### src/rtl/muxf_rr_arbiter.sv
// Round-robin arbiter and select sequencer for a shared MUXF7/MUXF8 mux tree.
// Grants one requester per transfer, drives the tree select and registers the selected beat.
module muxf_rr_arbiter #(
  parameter int NREQ    = 4,
  parameter int DW      = 8,
  parameter int MAXBEAT = 0
) (
  input  logic                    C,
  input  logic                    CLR,
  input  logic                    CE,
  input  logic [NREQ-1:0]         REQ,
  input  logic [NREQ-1:0]         LAST,
  input  logic [NREQ*DW-1:0]      DI,
  output logic [NREQ-1:0]         GNT,
  output logic [$clog2(NREQ)-1:0] SEL,
  output logic                    BUSY,
  output logic                    VLD,
  output logic [DW-1:0]           DO
);

  localparam int SW = $clog2(NREQ);
  localparam int unsigned NR = NREQ;

  typedef enum logic {S_IDLE, S_LOCK} state_t;

  state_t        state;
  logic [SW-1:0] ptr;
  logic [SW-1:0] winner;
  logic [SW-1:0] idx;
  logic          found;
  logic [7:0]    bc;
  logic          beat;
  logic          max_hit;
  logic          rel;

  // Scan starts just after the last granted index; the pointer itself has lowest priority.
  always_comb begin
    winner = ptr;
    found  = 1'b0;
    idx    = '0;
    for (int unsigned i = 1; i <= NR; i++) begin
      idx = ptr + SW'(i);
      if (!found && REQ[idx]) begin
        winner = idx;
        found  = 1'b1;
      end
    end
  end

  assign beat    = REQ[SEL];
  assign max_hit = (MAXBEAT != 0) && (({1'b0, bc} + 9'd1) == 9'(MAXBEAT));
  assign rel     = beat && (LAST[SEL] || max_hit);
  assign BUSY    = (state == S_LOCK);

  always_ff @(posedge C or posedge CLR) begin
    if (CLR) begin
      state <= S_IDLE;
      ptr   <= SW'(NREQ - 1);
      bc    <= '0;
      GNT   <= '0;
      SEL   <= '0;
      VLD   <= 1'b0;
      DO    <= '0;
    end else if (CE) begin
      case (state)
        S_IDLE: begin
          VLD <= 1'b0;
          if (|REQ) begin
            GNT   <= NREQ'(1) << winner;
            SEL   <= winner;
            ptr   <= winner;
            bc    <= '0;
            state <= S_LOCK;
          end
        end
        S_LOCK: begin
          VLD <= beat;
          if (beat) begin
            DO <= DI[SEL*DW +: DW];
            if (bc != '1) bc <= bc + 8'd1;
            if (rel) begin
              GNT   <= '0;
              state <= S_IDLE;
            end
          end
        end
        default: state <= S_IDLE;
      endcase
    end
  end

endmodule

### config.mk
export PLATFORM = sky130hd
export DESIGN_NAME = muxf_rr_arbiter
export DESIGN_NICKNAME = d
export VERILOG_FILES = /design/src/rtl/muxf_rr_arbiter.sv
export SDC_FILE = /design/constraint.sdc
export NUM_CORES = 1
export LEC_CHECK = 0
export CAP_MARGIN = 40
export CELL_PAD_IN_SITES_DETAIL_PLACEMENT = 1
export CELL_PAD_IN_SITES_GLOBAL_PLACEMENT = 1
export CORE_MARGIN = 3
export CORE_UTILIZATION = 29
export CTS_BUF_LIST = sky130_fd_sc_hd__clkbuf_4 sky130_fd_sc_hd__clkbuf_8 sky130_fd_sc_hd__clkbuf_16
export CTS_CLUSTER_DIAMETER = 40
export DETAILED_ROUTE_END_ITERATION = 8
export HOLD_SLACK_MARGIN = 0.05
export PLACE_DENSITY = 0.76
export SKIP_CTS_REPAIR_TIMING = 1
export SKIP_LAST_GASP = 1
export SYNTH_ARGS = -nofsm -noshare
export SYNTH_HDL_FRONTEND = slang
export SYNTH_SLANG_ARGS = --single-unit
### constraint.sdc
create_clock -name C -period 2.1 [get_ports C]
set_input_delay 0.525 -clock C [delete_from_list [all_inputs] [get_ports C]]
set_output_delay 0.525 -clock C [all_outputs]
set_load 0.005 [all_outputs]
==> run summary, run 1 <==
Status: completed
Synth Flop Type: dfrtp_1
Clk sink count: 18
Final hold vios: 0
Detailed Route WL: 3230 µm
GRT Total Usage: 15.3%
Post-Place Cells: 188
Worst setup SP type: primary input
Post-synthesis instance total: 76
Ports: 59
Final Slew Violations: 0
Largest area contributor in the netlist: dfrtp_1
Seq/Total Area, Yosys: 42.1%
Peak supply drop: 0.558 mV
Reg2Reg Launch Point: SEL[0]
Diodes inserted: 0
Htree depth: 1
Vias: 946
Async SR Flop Fraction: 100%
CTS root buf: clkbuf_8
Max_slew headroom: 71.4%
Vias per cell: 4.88
Wire per inst: 16.7 µm
Clk slew on worst S/H paths: 70 ps
Setup WS post-layout: 161 ps
Worst endpoint required time: 2240 ps
CTS tree: yes
# port buffers: 58
Commonest cells after routing, fill and taps aside: clkdlybuf4s50_1, dfrtp_1, buf_4
Initial antenna violation count: 0
Hold_sp: GNT[2]
Seq cells post-synth: 18
Hold Crit Endpoint: GNT[2]
Critical Path AT: 2080 ps
Clock Skew: 1.63 ps
Worst reg2reg endpoint: DO[7]
Worst-Margin Slew: 425 ps
Deepest clock path buffer count: 2
First-pass GRT wire length: 5050 µm
HP Class: reg2reg
Commonest non-fill, non-tap cell in the layout: clkdlybuf4s50_1
Synthesis-to-finish area growth: 70.9%
Largest net degree at the start of global routing: 19
EDFF count, synth: 0
First DRT Iteration DRCs: 35
Fraction of layout cells with a size suffix above 1: 28.4%
Area contributors post-synth: dfrtp_1, mux4_2, mux2_2
Yosys top cell area share: 37.3%
Chip height: 66.9 µm
Hold slack: 502 ps
Final Cycle Share: 92.3%
FP Rows: 21
Worst slack, placed: -123 ps
Multi-input logic area: 596 µm²
DRC Markers: 0
CTS Buf Count: 3
Worst-path fanout max: 10
Number of global-route vias before repair: 1076
Die width: 66.9 µm
Synthesis Warnings: 0
Gpl congestion: 0.717
Syn Area/Cell: 14.1 µm²
Leak pwr: 0.747 nW
Reg-to-reg slack, setup: 380 ps
Final net count: 192
Post-Syn Nets: 119
Global route total overflow: 0
DRT Pass-1 Iters: 2
Worst Hold Depth: 1
Max Freq: 0.516 GHz
Clk_lat worst skew: 250 ps
R2R depth: 3
Setup Viol. Count Final: 0
Core ar.: 3440 µm²
Hpwl dp: 2630 µm
Register area: 453 µm²
Post-Route Setup TNS: 0 ps
Critical path endpoint category: flip-flop
Die ar.: 4470 µm²
Power density cells: 1160 nW/µm²
Post-layout util: 53.4%
Initial Util: 31.2%
Synth cell types: 28
Crit path time final: 1940 ps
Filler Cell Count: 364
RSZ-0062 raised after global routing: false
Maxcap violations: 0
Final ANT Viol Nets: 0
Critical path type: in2reg
Non-Filler Instances: 194
Mapped Area: 1070 µm²
synth_stat cells, types with 2 or more instances:
cell type  count
dfrtp_1       16
mux2_2        11
mux4_2         6
o21ai_0        6
mux4_1         3
nand2b_1       3
nor2b_1        3
o21a_1         3
a32o_2         2
dfstp_2        2
inv_1          2
nor2_1         2
o2bb2ai_1      2
stage by stage:
| step | power, mW | cell area [µm²] |
|---|---|---|
| floorplan | 1.30 | 1070 |
| CTS | 2.15 | 1820 |
| detailed placement | 1.88 | 1770 |
| global placement | 1.83 | 1770 |
| global route | 2.28 | 1840 |
| finish | 2.12 | 1840 |
registers in the layout (all words and copies together), names as in the netlist:
signal and count:
VLD 1, SEL 2, DO 8, ptr 2
GNT 4, BUSY 1
routing by layer:
metal / wire length, µm / track usage (%) / vias to the layer above
met2: 1660 / 28.7 / 44
met4: 54 / 6.08 / 0
met5: 0 / 0 / -
met1: 1180 / 15.5 / 455
met3: 341 / 4.55 / 4
li1: - / - / 443
report_power, final:
group          switching, mW  internal [mW]
clock network          0.113          0.148
logic                  0.410          0.774
registers              0.142          0.537
total                  0.665           1.46
cell families (layout without fill, tap and decap cells):
| group | count (synthesis) | count (layout) | share of synthesized area [%] |
|---|---|---|---|
| multiplexers | 21 | 21 | 32.8 |
| AO/OA/AOI/OAI | 17 | 17 | 14.1 |
| AND/OR/NAND/NOR | 15 | 15 | 8.50 |
| buffers and inverters | 5 | 77 | 2.44 |
| flip-flops | 18 | 18 | 42.1 |
how the worst max path moves through the flow:
stage	slack, ps	startpoint	end	cells past startpoint
global placement	-70	REQ[1]	DO[5]	4
global route	90	CE	GNT[3]	5
floorplan	450	REQ[0]	DO[0]	3
finish	160	REQ[1]	DO[7]	4
CTS	150	REQ[1]	DO[7]	4
detailed placement	-120	REQ[1]	DO[7]	4
final cells by class:
class                           count  area share [%]
Tap cell                           46            3.13
Timing Repair Buffer               70            36.5
Inverter                            3           0.613
Sequential cell                    18            24.7
Clock buffer                        4            2.66
Multi-Input combinational cell     53            32.4
critical path: stages:
cell and delay, ps:
clkdlybuf4s50_1 440, mux2_4 290, a32oi_4 420, mux2_2 390
(Power assumes the default switching activity.)
==> run 2, diff against run 1 <==
--- a/config.mk
+++ b/config.mk
@@ -5,13 +5,13 @@
 export SDC_FILE = /design/constraint.sdc
 export NUM_CORES = 1
 export LEC_CHECK = 0
-export CAP_MARGIN = 40
 export CELL_PAD_IN_SITES_DETAIL_PLACEMENT = 1
 export CELL_PAD_IN_SITES_GLOBAL_PLACEMENT = 1
 export CORE_MARGIN = 3
 export CORE_UTILIZATION = 29
 export CTS_BUF_LIST = sky130_fd_sc_hd__clkbuf_4 sky130_fd_sc_hd__clkbuf_8 sky130_fd_sc_hd__clkbuf_16
 export CTS_CLUSTER_DIAMETER = 40
+export CTS_CLUSTER_SIZE = 8
 export DETAILED_ROUTE_END_ITERATION = 8
 export HOLD_SLACK_MARGIN = 0.05
 export PLACE_DENSITY = 0.76
==> results of run 2 <==
Same layout as run 1: the final DEF is identical, and so are final timing and power.
